`config.mk`:
```
export PLATFORM = sky130hd
export DESIGN_NAME = fp_mult_pipe_flat
export DESIGN_NICKNAME = d
export VERILOG_FILES = /design/src/rtl/fp_mult_pipe_if.sv /design/src/rtl/fp_mult_pipe.sv /design/src/flat_wrapper.sv
export SDC_FILE = /design/constraint.sdc
export NUM_CORES = 2
export LEC_CHECK = 0
export ABC_AREA = 1
export CAP_MARGIN = 40
export CORE_MARGIN = 8
export CORE_UTILIZATION = 45
export DETAILED_ROUTE_END_ITERATION = 6
export PLACE_DENSITY = 0.62
export SYNTH_ARGS = -nofsm -noshare
export SYNTH_HDL_FRONTEND = slang
export SYNTH_SLANG_ARGS = --single-unit
```
`constraint.sdc`:
```
create_clock -name clk -period 12.9 [get_ports clk]
set_input_delay 2.58 -clock clk [delete_from_list [all_inputs] [get_ports clk]]
set_output_delay 2.58 -clock clk [all_outputs]
set_load 0.1 [all_outputs]
```
`src/rtl/fp_mult_pipe_if.sv`:
```
// Operand/result handshake bundle for fp_mult_pipe.
interface fp_mult_pipe_if;
  logic        in_valid;
  logic        in_ready;
  logic [31:0] A;
  logic [31:0] B;
  logic        out_valid;
  logic        out_ready;
  logic [31:0] result;
  logic        overflow;
  logic        underflow;
  logic        exception;

  modport master (
    output in_valid, A, B, out_ready,
    input  in_ready, out_valid, result, overflow, underflow, exception
  );

  modport slave (
    input  in_valid, A, B, out_ready,
    output in_ready, out_valid, result, overflow, underflow, exception
  );
endinterface

```
`src/rtl/fp_mult_pipe.sv`:
```
// Three-stage pipelined IEEE-754 single multiplier with valid/ready backpressure.
// Define FMUL_RNE_EN for round-to-nearest-even; otherwise the product is truncated.
module fp_mult_pipe #(
  parameter logic [31:0] QNAN = 32'h7FC00000
) (
  input logic          clk,
  input logic          rst_n,
  fp_mult_pipe_if.slave bus
);

  typedef enum logic [1:0] {SP_NORM, SP_NAN, SP_INF, SP_ZERO} special_t;

  logic              v1, v2, v3;
  logic              adv1, adv2, adv3;
  logic              sign1, sign2;
  logic signed [9:0] e1, e2;
  logic [22:0]       ma1, mb1;
  special_t          sp1, sp2;
  logic [47:0]       p2;
  logic [31:0]       res_q;
  logic              ovf_q, unf_q, exc_q;

  // Bubble collapse: a stage may load whenever its contents move on this cycle.
  assign adv3 = !v3 || bus.out_ready;
  assign adv2 = !v2 || adv3;
  assign adv1 = !v1 || adv2;

  assign bus.in_ready  = adv1;
  assign bus.out_valid = v3;
  assign bus.result    = res_q;
  assign bus.overflow  = ovf_q;
  assign bus.underflow = unf_q;
  assign bus.exception = exc_q;

  logic [7:0]        ea, eb;
  logic              a_zero, b_zero, a_inf, b_inf, a_nan, b_nan;
  special_t          sp_in;
  logic signed [9:0] e_in;

  always_comb begin
    ea     = bus.A[30:23];
    eb     = bus.B[30:23];
    a_zero = (ea == 8'h00);
    b_zero = (eb == 8'h00);
    a_inf  = (ea == 8'hFF) && (bus.A[22:0] == '0);
    b_inf  = (eb == 8'hFF) && (bus.B[22:0] == '0);
    a_nan  = (ea == 8'hFF) && (bus.A[22:0] != '0);
    b_nan  = (eb == 8'hFF) && (bus.B[22:0] != '0);
    e_in   = $signed({2'b00, ea}) + $signed({2'b00, eb}) - 10'sd127;
    if (a_nan || b_nan || (a_inf && b_zero) || (b_inf && a_zero))
      sp_in = SP_NAN;
    else if (a_inf || b_inf)
      sp_in = SP_INF;
    else if (a_zero || b_zero)
      sp_in = SP_ZERO;
    else
      sp_in = SP_NORM;
  end

  logic [22:0]       mant;
  logic              guard, sticky, round_up, carry;
  logic [22:0]       mant_r;
  logic signed [9:0] e_n, e_r;
  logic [31:0]       res_n;
  logic              ovf_n, unf_n, exc_n;

  always_comb begin
    mant   = p2[47] ? p2[46:24] : p2[45:23];
    guard  = p2[47] ? p2[23] : p2[22];
    sticky = p2[47] ? (|p2[22:0]) : (|p2[21:0]);
    e_n    = e2 + (p2[47] ? 10'sd1 : 10'sd0);
`ifdef FMUL_RNE_EN
    round_up = guard && (sticky || mant[0]);
`else
    round_up = 1'b0;
`endif
    {carry, mant_r} = {1'b0, mant} + {23'd0, round_up};
    e_r   = carry ? (e_n + 10'sd1) : e_n;
    res_n = {sign2, e_r[7:0], mant_r};
    ovf_n = 1'b0;
    unf_n = 1'b0;
    exc_n = 1'b0;
    unique case (sp2)
      SP_NAN:  begin res_n = QNAN; exc_n = 1'b1; end
      SP_INF:  res_n = {sign2, 8'hFF, 23'h0};
      SP_ZERO: res_n = {sign2, 31'h0};
      default: begin
        if (e_r >= 10'sd255) begin
          res_n = {sign2, 8'hFF, 23'h0};
          ovf_n = 1'b1;
        end else if (e_r <= 10'sd0) begin
          res_n = {sign2, 31'h0};
          unf_n = 1'b1;
        end
      end
    endcase
  end

`ifndef FMUL_RNE_EN
  logic unused_round_bits;
  assign unused_round_bits = guard ^ sticky;
`endif

  always_ff @(posedge clk) begin
    if (!rst_n) begin
      v1    <= 1'b0;
      v2    <= 1'b0;
      v3    <= 1'b0;
      sign1 <= 1'b0;
      sign2 <= 1'b0;
      e1    <= '0;
      e2    <= '0;
      ma1   <= '0;
      mb1   <= '0;
      sp1   <= SP_ZERO;
      sp2   <= SP_ZERO;
      p2    <= '0;
      res_q <= '0;
      ovf_q <= 1'b0;
      unf_q <= 1'b0;
      exc_q <= 1'b0;
    end else begin
      if (adv1) begin
        v1 <= bus.in_valid;
        if (bus.in_valid) begin
          sign1 <= bus.A[31] ^ bus.B[31];
          e1    <= e_in;
          ma1   <= bus.A[22:0];
          mb1   <= bus.B[22:0];
          sp1   <= sp_in;
        end
      end
      if (adv2) begin
        v2 <= v1;
        if (v1) begin
          sign2 <= sign1;
          e2    <= e1;
          sp2   <= sp1;
          p2    <= 48'({1'b1, ma1}) * 48'({1'b1, mb1});
        end
      end
      if (adv3) begin
        v3 <= v2;
        if (v2) begin
          res_q <= res_n;
          ovf_q <= ovf_n;
          unf_q <= unf_n;
          exc_q <= exc_n;
        end
      end
    end
  end

endmodule

```
`src/flat_wrapper.sv`:
```
// flat-port wrapper written by rule: the top's interface ports become plain ports
module fp_mult_pipe_flat 
#(
  parameter logic [31:0] QNAN = 32'h7FC00000
)
  (clk, rst_n, bus_in_valid, bus_A, bus_B, bus_out_ready, bus_in_ready, bus_out_valid, bus_result, bus_overflow, bus_underflow, bus_exception);
  fp_mult_pipe_if bus_i ();
  input logic clk;
  input logic rst_n;
  input wire logic [$bits(bus_i.in_valid)-1:0] bus_in_valid;
  input wire logic [$bits(bus_i.A)-1:0] bus_A;
  input wire logic [$bits(bus_i.B)-1:0] bus_B;
  input wire logic [$bits(bus_i.out_ready)-1:0] bus_out_ready;
  output wire logic [$bits(bus_i.in_ready)-1:0] bus_in_ready;
  output wire logic [$bits(bus_i.out_valid)-1:0] bus_out_valid;
  output wire logic [$bits(bus_i.result)-1:0] bus_result;
  output wire logic [$bits(bus_i.overflow)-1:0] bus_overflow;
  output wire logic [$bits(bus_i.underflow)-1:0] bus_underflow;
  output wire logic [$bits(bus_i.exception)-1:0] bus_exception;
  assign bus_i.in_valid = bus_in_valid;
  assign bus_i.A = bus_A;
  assign bus_i.B = bus_B;
  assign bus_i.out_ready = bus_out_ready;
  assign bus_in_ready = bus_i.in_ready;
  assign bus_out_valid = bus_i.out_valid;
  assign bus_result = bus_i.result;
  assign bus_overflow = bus_i.overflow;
  assign bus_underflow = bus_i.underflow;
  assign bus_exception = bus_i.exception;
  fp_mult_pipe #(.QNAN(QNAN)) u_core (.clk(clk), .rst_n(rst_n), .bus(bus_i));
endmodule
```
== Yosys cells after proc, flatten, opt, wreduce, memory -nomap -nowiden ==
Index checks and enable logic that the tools add are counted.

* Flip-flop bits (word level): 158
* Latch bits: 0
* Memory bits (writable): 0
* Memory bits (read-only): 0
* Input port bits: 68
* Output and inout port bits: 37
* Word-level logic and storage cells: 69
* Memories kept: 0

* $add $sub $neg: 3
* Multiply operators: 1
* Divide/modulo/power cells: 0
* Order comparisons: 2
* Equality and inequality tests: 5
* Shift-type cells: 0
* Multiplexer cells: 14
* Bitwise operators: 1
* Reductions and logical operators: 27

{| class="wikitable"
|+ Operators by type and width
! operator !! number
|-
| $pmux 32 s3 || 1
|-
| $mux 31 || 2
|-
| $mul 24x24->48 || 1
|-
| $logic_not 23->1 || 2
|-
| $reduce_bool 23->1 || 2
|-
| $mux 23 || 1
|-
| $eq 8x8->1 const B || 2
|-
| $logic_not 8->1 || 2
|-
| $add 10x10->10 || 1
|-
| $ge 10x9->1 const B || 1
|-
| $le 10x1->1 const B || 1
|-
| $sub 10x8->10 const B || 1
|-
| $add 8x8->9 || 1
|-
| $logic_or 1x1->1 || 8
|-
| $mux 1 || 7
|-
| $logic_and 1x1->1 || 6
|-
| $mux 2 || 3
|-
| $reduce_and 2->1 || 3
|-
| $eq 2x2->1 const B || 2
|-
| $logic_not 1->1 || 3
|-
| $reduce_or 3->1 || 1
|-
| $eq 2x1->1 const B || 1
|-
| $xor 1x1->1 || 1
|}

== Depth between registers and ports, before layout ==
* Word-level depth: 6
* Gate-level depth with buffers: 31
* Mapped depth without buffers: 30

== Worst setup path after synthesis ==
Ideal clock, no wire load.

* Path kind: input-to-output
* Start: input bus_out_ready
* End: output bus_in_ready
* Arrival time: 3.422 ns
* Data required time: 10.320 ns
* Slack: 6.898 ns
* Cell stages on the path: 4
* Path buffers: 0
* Path through: inv_1 > nand2_1 > nor2_1 > nand2_1

* Cells in the longest elaborated chain, start to end: 3

{| class="wikitable"
|+ RTL lines
! what !! RTL line !! RTL
|-
| start, declared || flat_wrapper.sv:13 || <nowiki>input wire logic [$bits(bus_i.out_ready)-1:0] bus_out_ready;</nowiki>
|-
| $logic_or 1x1->1 || fp_mult_pipe.sv:24 || <nowiki>assign adv3 = !v3 || bus.out_ready;</nowiki>
|-
| $logic_or 1x1->1 || fp_mult_pipe.sv:25 || <nowiki>assign adv2 = !v2 || adv3;</nowiki>
|-
| $logic_or 1x1->1 || fp_mult_pipe.sv:26 || <nowiki>assign adv1 = !v1 || adv2;</nowiki>
|-
| end, declared || flat_wrapper.sv:14 || <nowiki>output wire logic [$bits(bus_i.in_ready)-1:0] bus_in_ready;</nowiki>
|}

Every way passes these cells.

== Worst setup path in the final report ==
* Start: register u_core.mb1[9]
* End: register u_core.p2[40]

* Cells in the longest elaborated chain, start to end: 1

{| class="wikitable"
|+ RTL lines
! what !! RTL line !! RTL
|-
| start, declared || fp_mult_pipe.sv:17 || <nowiki>logic [22:0] ma1, mb1;</nowiki>
|-
| start signal, assigned || fp_mult_pipe.sv:129 || <nowiki>mb1 <= bus.B[22:0];</nowiki>
|-
| $mul 24x24->48 || fp_mult_pipe.sv:139 || <nowiki>p2 <= 48'({1'b1, ma1}) * 48'({1'b1, mb1});</nowiki>
|-
| end signal, assigned || fp_mult_pipe.sv:139 ||
|-
| end, declared || fp_mult_pipe.sv:19 || <nowiki>logic [47:0] p2;</nowiki>
|}

Every way passes these cells.
A chain may end at the register's enable or synchronous reset.

==> impl_metrics.csv <==
group,metric,value,unit
outcome,outcome,"finished clean",
global_route,grt_pass1_vias,22500,
critical_path,cpMostUsedCell,"fa_1",
timing,setup_viol,0,
synth,synth_top_area_share,37.5,%
synth,async_flop_share,0,%
timing,tns,0,ps
global_route,antenna_found_initial,0,
synth,synth_nets,4232,
synth,synth_seq_cells,135,
critical_path,r2r_start,"u_core.mb1[9]",
timing,skew,16.0,ps
timing,tightest_slew,893,ps
global_route,grt_max_degree,76,
global_route,grt_usage,22.4,%
synth,yosysSeqAreaShare,10.5,%
clocking,cts_tree,"built",
timing,hold_violations,0,
clocking,clk_path_buf_depth,2,
clocking,clk_pin_slew,70,ps
critical_path,cp_max_fo,25,
timing,fmax,145,MHz
critical_path,arrival,7260,ps
clocking,cts-root-buf,"clkbuf_16",
global_route,gr-total-overflow,0,
synth,syn_area,25700,um^2
critical_path,r2r_end,"u_core.p2[40]",
die,rows,87,
timing,period_needed,6920,ps
die,pin_count,105,
critical_path,rr_worst_depth,23,
power,irDropWorstVdd,0.000118,V
power,power.total,3450,uW
hold_path,hold_depth,2,
synth,synth_cells,3498,
die,fp.dieW,255,um
placed_design,port_buffers,104,
die,die_h,255,um
power,power.density,119,nW/um^2
synth,synthDistinctLibCells,37,
clocking,clk_latency,440,ps
critical_path,path_cells,"nand2_1 > fa_1 > inv_1 > fa_1 > inv_1 > fa_1 > inv_1 > fa_1 > fa_1 > fa_1 > inv_1 > fa_1 > inv_1 > ha_1 > nand2_1 > nor2_1 > nand2_1 > nor4_1 > nand3_1 > nand4_1 > nand3_1 > nand2_1 > inv_1",
timing,worst_slew_margin_rel,40.5,%
route,ant_nets,0,
route,drt_iter0_markers,1261,
final_layout,antenna_cells,0,
clocking,cts_buffers,17,
hold_path,whs_endpoint,"u_core.e2[7]",
placed_design,gp_congestion,0.939,
route,dr_total_vias,21300,
hold_path,hold_path_class,"reg -> reg",
critical_path,worst-path-buf-inv,6,
route,first_pass_iters,6,
hold_path,min_from,"u_core.e1[7]",
route,avgViaCountPerCell,4.91,
route,drc,0,
clocking,post_cts_buffers,0,
timing,rsz0062_at_grt,"no",
final_layout,drive_gt1_share,3.93,%
placed_design,dp_slack,6060,ps
die,core-area,56500,um^2
critical_path,cp.depth,23,
critical_path,worst_setup_path_end_kind,"register",
synth,synth_edf_count,0,
synth,synth_area_leaders,"fa_1, inv_1, nand2_1",
critical_path,cp-start-kind,"register",
global_route,grt_pass1_wl,116000,um
clocking,htreeDepth,4,
timing,drv_slew,0,
critical_path,required,13240,ps
clocking,cts_hold_buf,0,
timing,period_share,53.6,%
route,routed_wl,69400,um
synth,avgSynthCellArea,7.36,um^2
timing,post-route-worst-setup-slack,5980,ps
synth,synth_area_leader_cell,"fa_1",
job,drv_cap,0,
critical_path,crit_type,"reg -> reg",
critical_path,max_stage_delay,900,ps
final_layout,syn2layout_area_growth,12.8,%
critical_path,path_delay_family,"adder cells",
route,wl_per_cell,16.0,um
clocking,cts.sinks,135,
die,start_util,45.6,%
final_layout,nets,4308,
critical_path,cp_slowest_cell,"dfxtp_2",
die,die_area,65100,um^2
power,power_leakage,0.0162,uW
placed_design,dpl.hpwl,55800,um
synth,yosysWarnings,0,
critical_path,r2r_slack,5980,ps
clocking,cts-resized-gates,0,
synth,synth_flop_cell,"dfxtp_1",
[layer usage]
metal | up-vias | track usage [%] | wire length (um) | share of wire (%)
li1 | 10300 | - | - | -
met1 | 10400 | 28.8 | 30200 | 44
met2 | 562 | 39.4 | 33900 | 49
met3 | 110 | 2.51 | 3260 | 4.7
met4 | 0 | 6.84 | 2040 | 2.9
met5 | - | 0 | 0 | 0
[synth_stat cells (5+ instances only)]
master and instances:
nand3_1 98, nand2_1 841, a21o_1 8, o21a_1 6, dfxtp_1 135, nor2_1 204
nor4_1 19, xor2_1 17, o21ai_0 133, clkbuf_1 133, fa_1 482, inv_1 1004
a21oi_1 150, xnor2_1 5, o21bai_1 8, ha_1 184, nor3_1 9, nand4_1 27
[worst reg2reg max path, delay by kind of cell, from the launching register on]
| kind | cells | cell delay (ps) |
|---|---|---|
| AND/OR/NAND/NOR | 9 | 1700 |
| flip-flops | 1 | 900 |
| adder cells (fa/ha/maj) | 8 | 3950 |
| buffers and inverters | 6 | 300 |
[power by group]
| part | internal (uW) | switching (uW) | total, uW |
|---|---|---|---|
| Clock | 258 | 232 | 491 |
| Combinational | 857 | 1620 | 2480 |
| Sequential | 453 | 25.9 | 479 |
| Total | 1570 | 1880 | 3450 |
[registers in the layout, summed over array words and instances (netlist names)]
register and count:
u_core.bus.exception 1, u_core.bus.out_valid 1, u_core.bus.overflow 1, u_core.bus.result 32
u_core.bus.underflow 1, u_core.e1 10, u_core.e2 10, u_core.ma1 23
u_core.mb1 23, u_core.p2 25, u_core.sign1 1, u_core.sign2 1
u_core.sp1 2, u_core.sp2 2, u_core.v1 1, u_core.v2 1
[cell families (layout without fill, tap and decap cells)]
group / count (synthesis) / after routing / share of synthesized area, %
compound gates: 314 / 314 / 6.40
xor+xnor: 23 / 23 / 0.812
fa+ha+maj: 666 / 666 / 46.4
buf+inv: 1145 / 1234 / 16.8
flops: 135 / 135 / 10.5
simple gates: 1215 / 1215 / 19.0
[final cells by class]
cell class,count,area [um^2]
clock buffer,17,425
clock inverter,15,154
fill,5482,27500
inverter,1008,3780
multi-input combinational,2218,18700
sequential,135,2700
tap,756,946
timing repair buffer,194,2300
[placed cells by master (no fill, tap or decap), types with 6 or more instances in the layout]
master              n
clkbuf_16          17
buf_8              23
nand3_1            98
nand2_1           840
ha_1              184
nor4_1             18
inv_1            1003
o21a_1              6
a21oi_1           150
nor3_1              9
buf_16             20
a21o_1              8
nand4_1            27
o21ai_0           133
buf_4              46
fa_1              482
clkdlybuf4s50_1   103
dfxtp_1           134
xor2_1             17
nor2_1            204
o21bai_1            8
[per-stage QoR]
stage / utilization (%) / instances / cell area, um^2 / hold slack [ps]
after global placement: 48.7 / 4267 / 27500 / 443
final: 51.4 / 4343 / 29000 / 462
after floorplan: - / 3498 / 25700 / 430
after CTS: 51.4 / 4343 / 29000 / 464
after global routing: 51.4 / 4343 / 29000 / 482
after detailed placement: 50.4 / 4311 / 28500 / 451
[how the worst max path moves through the flow]
stage                   start             to
4_1_cts        u_core.ma1[13]  u_core.p2[23]
5_1_grt        u_core.ma1[13]  u_core.p2[23]
6_report        u_core.mb1[9]  u_core.p2[40]
3_5_place_dp   u_core.ma1[13]  u_core.p2[23]
3_3_place_gp    bus_out_ready   bus_in_ready
2_1_floorplan   bus_out_ready   bus_in_ready
No activity file was read; power rests on OpenSTA's default activity.
